## config.mk

```make
export PLATFORM = sky130hd
export DESIGN_NAME = fixed_point_multiply_flat
export DESIGN_NICKNAME = d
export VERILOG_FILES = /design/src/rtl/fixed_point_pkg.sv /design/src/rtl/fixed_point_multiply_if.sv /design/src/rtl/fixed_point_mag_mult.sv /design/src/rtl/fixed_point_multiply.sv /design/src/flat_wrapper.sv
export SDC_FILE = /design/constraint.sdc
export NUM_CORES = 1
export LEC_CHECK = 0
export ABC_AREA = 0
export CORE_MARGIN = 1.5
export CORE_UTILIZATION = 36
export CTS_CLUSTER_SIZE = 40
export DETAILED_ROUTE_END_ITERATION = 6
export SYNTH_ARGS = -nofsm -noshare
export SYNTH_HDL_FRONTEND = slang
export SYNTH_SLANG_ARGS = --single-unit
```

## constraint.sdc

```tcl
create_clock -name clk -period 6.2 [get_ports clk]
set_clock_uncertainty 0.15 [all_clocks]
set_input_delay 1.24 -clock clk [delete_from_list [all_inputs] [get_ports clk]]
set_output_delay 1.24 -clock clk [all_outputs]
set_load 0.005 [all_outputs]
```

## src/rtl/fixed_point_pkg.sv

```systemverilog
// Shared types and constants for the sign-magnitude fixed-point multiplier.
// Word format: sign (MSB) + MAG_W magnitude bits, FRAC of them fractional.
package fixed_point_pkg;

    localparam int BITSIZE = 16;
    localparam int FRAC    = 9;
    localparam int MAG_W   = BITSIZE - 1;

    localparam logic [MAG_W-1:0] MAG_MAX = {MAG_W{1'b1}};

    typedef struct packed {
        logic             sign;
        logic [MAG_W-1:0] mag;
    } sm_t;

endpackage

```

## src/rtl/fixed_point_multiply_if.sv

```systemverilog
// Operand/product bus for the fixed-point multiplier.
// master drives in_valid/A/B and receives out_valid/C; slave is the DUT side.
interface fixed_point_multiply_if;
    import fixed_point_pkg::*;

    logic               in_valid;
    logic [BITSIZE-1:0] A;
    logic [BITSIZE-1:0] B;
    logic               out_valid;
    logic [BITSIZE-1:0] C;

    modport master (
        output in_valid, A, B,
        input  out_valid, C
    );

    modport slave (
        input  in_valid, A, B,
        output out_valid, C
    );

endinterface

```

## src/rtl/fixed_point_mag_mult.sv

```systemverilog
// Combinational magnitude multiply: a*b, shifted right by FRAC, saturated.
// Ports: a_mag_i, b_mag_i (MAG_W unsigned), p_mag_o (MAG_W unsigned).
module fixed_point_mag_mult
    import fixed_point_pkg::*;
(
    input  logic [MAG_W-1:0] a_mag_i,
    input  logic [MAG_W-1:0] b_mag_i,
    output logic [MAG_W-1:0] p_mag_o
);

    logic [2*MAG_W-1:0] prod;
    logic [2*MAG_W-1:0] shifted;
    logic               ovf;

    assign prod    = {{MAG_W{1'b0}}, a_mag_i} * {{MAG_W{1'b0}}, b_mag_i};
    // Plain right shift truncates toward zero on an unsigned magnitude.
    assign shifted = prod >> FRAC;
    assign ovf     = |shifted[2*MAG_W-1:MAG_W];
    assign p_mag_o = ovf ? MAG_MAX : shifted[MAG_W-1:0];

endmodule

```

## src/rtl/fixed_point_multiply.sv

```systemverilog
// Two-stage pipelined sign-magnitude fixed-point multiplier.
// Ports: clk, rst_n (async, active-low), bus (slave: in_valid/A/B -> out_valid/C).
module fixed_point_multiply
    import fixed_point_pkg::*;
(
    input  logic                         clk,
    input  logic                         rst_n,
    fixed_point_multiply_if.slave        bus
);

    sm_t              a_q;
    sm_t              b_q;
    logic             v1_q;
    sm_t              c_q;
    sm_t              c_d;
    logic             v2_q;
    logic [MAG_W-1:0] mag;

    fixed_point_mag_mult u_mag (
        .a_mag_i (a_q.mag),
        .b_mag_i (b_q.mag),
        .p_mag_o (mag)
    );

    // A zero magnitude (including -0 inputs and underflow) never carries a sign.
    always_comb begin
        c_d      = '0;
        c_d.mag  = mag;
        c_d.sign = (mag != '0) && (a_q.sign ^ b_q.sign);
    end

    always_ff @(posedge clk or negedge rst_n) begin
        if (!rst_n) begin
            a_q  <= '0;
            b_q  <= '0;
            v1_q <= 1'b0;
            c_q  <= '0;
            v2_q <= 1'b0;
        end else begin
            a_q  <= bus.A;
            b_q  <= bus.B;
            v1_q <= bus.in_valid;
            v2_q <= v1_q;
            if (v1_q) begin
                c_q <= c_d;
            end
        end
    end

    assign bus.C         = c_q;
    assign bus.out_valid = v2_q;

endmodule

```

## src/flat_wrapper.sv

```systemverilog
// flat-port wrapper written by rule: the top's interface ports become plain ports
module fixed_point_multiply_flat import fixed_point_pkg::*;
  (clk, rst_n, bus_in_valid, bus_A, bus_B, bus_out_valid, bus_C);
  fixed_point_multiply_if bus_i ();
  input  logic clk;
  input  logic rst_n;
  input wire logic [$bits(bus_i.in_valid)-1:0] bus_in_valid;
  input wire logic [$bits(bus_i.A)-1:0] bus_A;
  input wire logic [$bits(bus_i.B)-1:0] bus_B;
  output wire logic [$bits(bus_i.out_valid)-1:0] bus_out_valid;
  output wire logic [$bits(bus_i.C)-1:0] bus_C;
  assign bus_i.in_valid = bus_in_valid;
  assign bus_i.A = bus_A;
  assign bus_i.B = bus_B;
  assign bus_out_valid = bus_i.out_valid;
  assign bus_C = bus_i.C;
  fixed_point_multiply u_core (.clk(clk), .rst_n(rst_n), .bus(bus_i));
endmodule
```

==> run summary, run 1 <==
Max Root-Sink Buffers: 2
Biggest area consumer among synthesized cells: fa_1
Setup TNS: -3060 ps
Die area: 0.0269 mm^2
Core area: 0.0253 mm^2
Mapped Nets: 1,297
CP arrival: 6410 ps
Initial antenna violation count: 0
Horiz. Die Dim: 164 um
Largest net degree at the start of global routing: 51
Max-slew violations: 0
Drt total wl: 22,500 um
Area of the mapped netlist: 0.00933 mm^2
Clk Latency, worst-skew pair: 310 ps
# fillers: 2,399
CP max FO: 8
Final design utilization: 45.0%
Worst r2r src: u_core.b_q[4]
Critical path class: reg2reg
H-tree depth: 2
Vias: 7,061
Number of global-route vias before repair: 7,624
Num CTS Buffers: 5
# port buffers: 51
Pre-CTS WS: -262 ps
Highest metal used: met4
DRT Pass-1 Iters: 4
Die height: 164 um
Worst-Margin Slew: 878 ps
Tot GR Track Use: 18.1%
Mapped Cells: 1,005
Crit path from: u_core.b_q[4]
Sequential cell area: 0.00127 mm^2
Max frequency: 0.156 GHz
# IOs: 52
First-pass GRT wire length: 38,500 um
Wire length on met1: 10,500 um
Max-cap violation count: 0
RSZ-0062 raised after global routing: yes
Antenna viol nets, final: 0
Max-slew headroom: 41.5%
Min cycle time layout: 6410 ps
Synth area leaders: fa_1 36%, dfrtp_1 13%, ha_1 12%, and2_1 10%, inv_1 8.1%
CTS tree: done
Multi-input logic area: 0.00726 mm^2
R2r setup slk: -210 ps
Std cell rows: 58
Main flop type after synthesis: dfrtp_1
Non-Filler Instances: 1,471
Via/cell ratio: 4.80
Share of the yosys chip area belonging to registers: 13.4%
Hold Path Depth: 2
Met3 WL: 548 um
Status: finished, violations left
Post-synth EDFFs: 0
HPWL after DPL: 19,300 um
Hold Fails Final Rpt: 0
Placed Instances: 1,453
Yosys Warn Count: 0
Min-Delay Startpoint: u_core.bus.C[4]
Reg-to-reg endpoint: u_core.bus.C[10]
Clk root buf: clkbuf_16
Starting Density: 36.8%
Gpl congestion: 0.874
Worst-path clk slew: 80 ps
Critical Path End Type: register
Worst Hold Class: reg2reg
Post-synth ARST share: 100%
Worst r2r path cells: 24
Post-Syn Area per Cell: 9.28 um^2
Required time worst endpoint: 6200 ps
Final setup fails: 16
Part of the cycle the worst path needs: 103%
Hold EP: u_core.bus.C[4]
DR DRC count: 0
Initial drt markers: 296
Startpoint Class: register
DR WL met2: 11,100 um
CTS sink cnt: 50
N_diodes: 0
Flop and latch count out of synthesis: 50
GR Overflow Total: 0
Layout cells sized above 1: 16.9%
Synth top area share: 35.6%
Area grow syn2layout: 22.0%
Failing checks: negative setup slack
Min setup slack post-route: -213 ps
Fin nets: 1,432
Per-cell routed wire length: 15.3 um
Synth unique cells: 61
## cells in the final DEF (no fill, tap or decap), types with 3 or more instances in the layout
master and n:
a211oi_1 4, o21ai_1 4, ha_4 6, nor2b_1 3
fa_1 164, inv_1 199, nand2_1 95, o21a_1 3
nand4_1 7, a21oi_1 28, buf_12 4, ha_1 85
xor2_1 13, buf_4 115, a21oi_2 6, o211ai_1 5
xnor2_1 8, and2_1 147, nor3_1 3, dfrtp_2 16
inv_2 3, o21ai_0 20, nand3_1 9, nor2_1 27
clkbuf_16 6, clkdlybuf4s50_1 50, dfrtp_1 34, o21bai_1 3
a31oi_1 15
## synthesized netlist by cell type, types with 2 or more instances
cell type  instances
inv_1            202
fa_1             166
and2_1           149
nand2_1           98
ha_1              91
dfrtp_1           50
a21oi_1           33
clkbuf_1          30
nor2_1            28
o21ai_0           23
a31oi_1           16
xor2_1            13
nand3_1           10
xnor2_1            8
nand4_1            7
a211oi_1           5
buf_2              5
o211ai_1           5
nor3_1             4
buf_6              3
clkbuf_8           3
mux2i_1            3
nor2b_1            3
o2111ai_1          3
o21a_1             3
o21bai_1           3
a21boi_0           2
a21o_1             2
and3_1             2
and3_2             2
buf_4              2
nor3b_1            2
## routing by layer
layer / GRT usage (%) / up-vias
met2: 30.5 / 92
met5: 0 / -
li1: - / 3341
met1: 24.8 / 3600
met3: 2.20 / 28
met4: 4.59 / 0
## stage by stage
step / cell area [um^2] / hold slack (ps)
finish: 11400 / 384
global route: 11400 / 411
CTS: 11100 / 394
detailed placement: 10900 / 378
global placement: 10900 / 376
floorplan: 9390 / 296
## kinds of logic after synthesis
group	after synthesis	synth area share [%]
flip-flops	50	13.4
AO/OA/AOI/OAI	108	7.40
adder cells (fa/ha/maj)	257	47.8
multiplexers	4	0.443
AND/OR/NAND/NOR	316	18.0
buffers and inverters	248	10.7
XOR/XNOR	22	2.15
## final cells by class
| type | instances | area share (%) |
|---|---|---|
| clock buffer | 5 | 1.10 |
| sequential | 50 | 11.2 |
| tap | 330 | 3.63 |
| multi-input combinational | 707 | 63.8 |
| clock inverter | 3 | 0.429 |
| inverter | 202 | 6.66 |
| timing repair buffer | 174 | 13.2 |
## worst max path at each step
stage / end / slack, ps / cells after the start
after global placement: u_core.bus.C[0] / -170 / 24
after detailed placement: u_core.bus.C[11] / -260 / 24
after global routing: u_core.bus.C[7] / -450 / 25
after floorplan: u_core.bus.C[5] / 7 / 25
after CTS: u_core.bus.C[8] / -200 / 24
final: u_core.bus.C[10] / -210 / 24
## state kept, by name, indices dropped and copies added, names as in the netlist
name and flops:
u_core.bus.out_valid 1, u_core.v1_q 1, u_core.a_q 16, u_core.b_q 16
u_core.bus.C 16
## critical path: stages (launching register included)
cell and delay, ps:
dfrtp_2 460, clkbuf_4 200, and2_1 180, fa_1 500, inv_1 50, fa_1 470
inv_1 50, fa_1 460, fa_1 540, fa_1 510, inv_1 50, fa_1 480
inv_1 60, ha_4 300, nand2_4 70, nor3_4 230, o2111ai_2 140, nand4_1 190
mux2i_1 210, o211a_1 170, o211ai_2 100, nor4_4 270, buf_4 180, clkbuf_16 150
a31oi_1 70
## timing repair
action | CTS | global route
resized for setup | 11 | 40
buffers inserted | 2 | 7
pin swaps | 2 | 20
cloned | 0 | 1
hold buffers | 0 | 0
setup endpoints to repair | 16 | 16
Power of run 1 is left out: the tool's default activity adds up to more than one toggle a clock period on the data nets, which glitch-free logic cannot reach.
==> run 2, diff against run 1 <==
Settings changed: ABC_AREA 0 to 1, REMOVE_ABC_BUFFERS from default to 1.
==> run 2 against run 1 <==
The run now ends clean. Non-clock buffer count is 51 lower. Fmax is 6.7% higher. Synthesized cell count is 31% higher. Critical path type unchanged. Critical endpoint is now u_core.bus.C[13].
==> run summary, run 2 <==
Min cycle time layout: 6010 ps (-403 ps)
Worst r2r path cells: 27 (+13%)
Max-slew headroom: 52.7% (+11 points)
Die height: 168 um (+2.2%)
Max-slew violations: 0 (unchanged)
Part of the cycle the worst path needs: 96.9% (-6.5 points)
Status: complete, no violations
Worst-Margin Slew: 710 ps (-168 ps)
Synth top area share: 34.0% (-1.6 points)
Max Root-Sink Buffers: 2 (unchanged)
CTS tree: done
Die area: 0.0281 mm^2 (+4.5%)
Hold Fails Final Rpt: 0 (unchanged)
Num CTS Buffers: 5 (unchanged)
First-pass GRT wire length: 40,800 um (+5.9%)
Critical Path End Type: register
Largest net degree at the start of global routing: 51 (unchanged)
Worst Hold Class: reg2reg
Layout cells sized above 1: 13.1% (-3.8 points)
DR DRC count: 0 (unchanged)
Biggest area consumer among synthesized cells: fa_1
Clk Latency, worst-skew pair: 300 ps (about the same)
CP arrival: 6040 ps (-370 ps)
Clk root buf: clkbuf_16
RSZ-0062 raised after global routing: yes
Multi-input logic area: 0.00716 mm^2 (-1.5%)
Starting Density: 36.4% (-0.42 points)
Initial antenna violation count: 0 (unchanged)
Initial drt markers: 361 (+22%)
Vias: 7,900 (+12%)
Commonest non-fill, non-tap cell in the layout: inv_1
Area of the mapped netlist: 0.00976 mm^2 (+4.6%)
Most numerous cell in the Yosys netlist: nand2_1
Synth area leaders: fa_1 34%, nand2_1 16%, inv_1 16%, dfrtp_1 13%, ha_1 12%
N_diodes: 0 (unchanged)
Main flop type after synthesis: dfrtp_1
Placement-stage cell area: 0.0110 mm^2 (about the same)
Via/cell ratio: 4.51 (-6.1%)
Pre-CTS WS: -75.1 ps (+186 ps)
Yosys Warn Count: 0 (unchanged)
Max-cap violation count: 0 (unchanged)
Tot GR Track Use: 18.1% (about the same)
Share of the yosys chip area belonging to registers: 12.8% (-0.59 points)
Flop and latch count out of synthesis: 50 (unchanged)
Post-synth top cells: 411 x nand2_1, 406 x inv_1, 166 x fa_1, 91 x ha_1, 50 x dfrtp_1
Critical path class: reg2reg
Crit path from: u_core.b_q[5]
Post-Syn Area per Cell: 7.44 um^2 (-20%)
Fin nets: 1,702 (+19%)
R2r setup slk: 190 ps (+400 ps)
# IOs: 52 (unchanged)
Antenna viol nets, final: 0 (unchanged)
CTS sink cnt: 50 (unchanged)
Max frequency: 0.166 GHz (+6.7%)
Sequential cell area: 0.00128 mm^2 (+0.69%)
CP endpoint: u_core.bus.C[13]
Startpoint Class: register
Placed Instances: 1,721 (+18%)
Final setup fails: 0 (-16)
Horiz. Die Dim: 168 um (+2.2%)
Drt total wl: 24,400 um (+8.1%)
GR Overflow Total: 0 (unchanged)
Per-cell routed wire length: 13.9 um (-9.2%)
Post-synth EDFFs: 0 (unchanged)
Synth unique cells: 28 (-54%)
Non-Filler Instances: 1,752 (+19%)
Final instance area: 0.0116 mm^2 (+2.3%)
Most frequent cells in the layout: 398 x inv_1, 391 x nand2_1, 164 x fa_1
Gpl congestion: 0.887 (+1.6%)
Mapped Cells: 1,312 (+31%)
H-tree depth: 2 (unchanged)
Number of global-route vias before repair: 8,288 (+8.7%)
Worst r2r src: u_core.b_q[5]
# port buffers: 51 (unchanged)
HPWL after DPL: 21,000 um (+8.8%)
Final design utilization: 43.4% (-1.5 points)
Worst-path clk slew: 70 ps (about the same)
Area grow syn2layout: 19.3%
Post-synth ARST share: 100% (unchanged)
Core area: 0.0268 mm^2 (+5.8%)
Min setup slack post-route: 190 ps (+403 ps)
DRT Pass-1 Iters: 5 (+1)
Required time worst endpoint: 6230 ps (+30 ps)
# fillers: 2,700 (+13%)
CP max FO: 7 (-1)
Std cell rows: 60 (+3.4%)
Reg-to-reg endpoint: u_core.bus.C[13]
==> run 2: changes by cell type after synthesis, moves of 9 or more <==
cell / before / now
nand2_1: 98 / 411
inv_1: 202 / 406
and2_1: 149 / 0
o21ai_0: 23 / 5
a31oi_1: 16 / 0
nand3_1: 10 / 26
nor2_1: 28 / 39
a21oi_1: 33 / 24
xor2_1: 13 / 4
==> run 2: worst max-delay path, cell delays in order (launching register included) <==
cell	delay [ps]
dfrtp_2	480
nand2_2	90
inv_2	40
fa_1	550
inv_2	50
fa_1	550
inv_2	40
fa_1	490
inv_1	50
fa_1	500
inv_2	40
fa_1	520
inv_2	40
fa_1	540
inv_2	50
ha_4	310
nand2_8	80
nor2_4	100
nand4_1	170
nand3_4	160
nand2_2	60
nand3_1	70
nand2_1	90
nor2_4	140
nand4_4	170
buf_6	180
o21ai_1	130
nand2_1	60
==> run 2: metal layers <==
metal,track usage [%],wire length (um),share of wire [%],up-vias
met5,0,0,0,-
met3,2.01,851,3.5,29
met1,24.2,11000,45,3836
met2,32.0,11900,49,144
li1,-,-,-,3891
met4,3.33,521,2.1,0
==> run 2: logic make-up after synthesis <==
| kind of cell | share of synthesized area [%] |
|---|---|
| AND/OR/NAND/NOR | 20.8 |
| adder cells (fa/ha/maj) | 45.7 |
| flip-flops | 12.8 |
| buffers and inverters | 17.1 |
| AO/OA/AOI/OAI | 2.85 |
| XOR/XNOR | 0.718 |
==> run 2: worst min path at each step <==
stage / startpoint / end / slack (ps) / cells after the start
global placement: u_core.bus.C[5] / u_core.bus.C[5] / 320 / 2
CTS: u_core.bus.C[13] / u_core.bus.C[13] / 340 / 2
finish: u_core.bus.C[12] / u_core.bus.C[12] / 340 / 2
floorplan: u_core.bus.C[14] / u_core.bus.C[14] / 320 / 2
detailed placement: u_core.bus.C[13] / u_core.bus.C[13] / 320 / 2
global route: u_core.bus.C[11] / u_core.bus.C[11] / 360 / 2
==> run 2: final cells by class <==
| type | count | area share (%) |
|---|---|---|
| Clock buffer | 6 | 1.11 |
| Multi-Input combinational cell | 820 | 61.5 |
| Sequential cell | 50 | 11.0 |
| Timing Repair Buffer | 123 | 9.22 |
| Clock inverter | 2 | 0.322 |
| Inverter | 410 | 13.2 |
| Tap cell | 341 | 3.67 |
==> run 2: repair_timing <==
action / 4_1_cts / 5_1_grt
endpoints found under the setup margin: 16 / 16
cloned: 0 / 1
setup buffers: 2 / 20
endpoints found under the hold margin: 0 / 0
hold buffers: 0 / 0
pin swaps: 1 / 29
gates resized for setup: 13 / 97
==> run 2: stage by stage <==
| step | setup TNS (ps) | hold WS [ps] |
|---|---|---|
| 6_report | 0 | 340 |
| 5_1_grt | -944 | 361 |
| 4_1_cts | 0 | 345 |
| 3_5_place_dp | -545 | 317 |
| 3_3_place_gp | -1130 | 321 |
| 2_1_floorplan | 0 | 322 |
Power of run 2 is left out for the same reason.
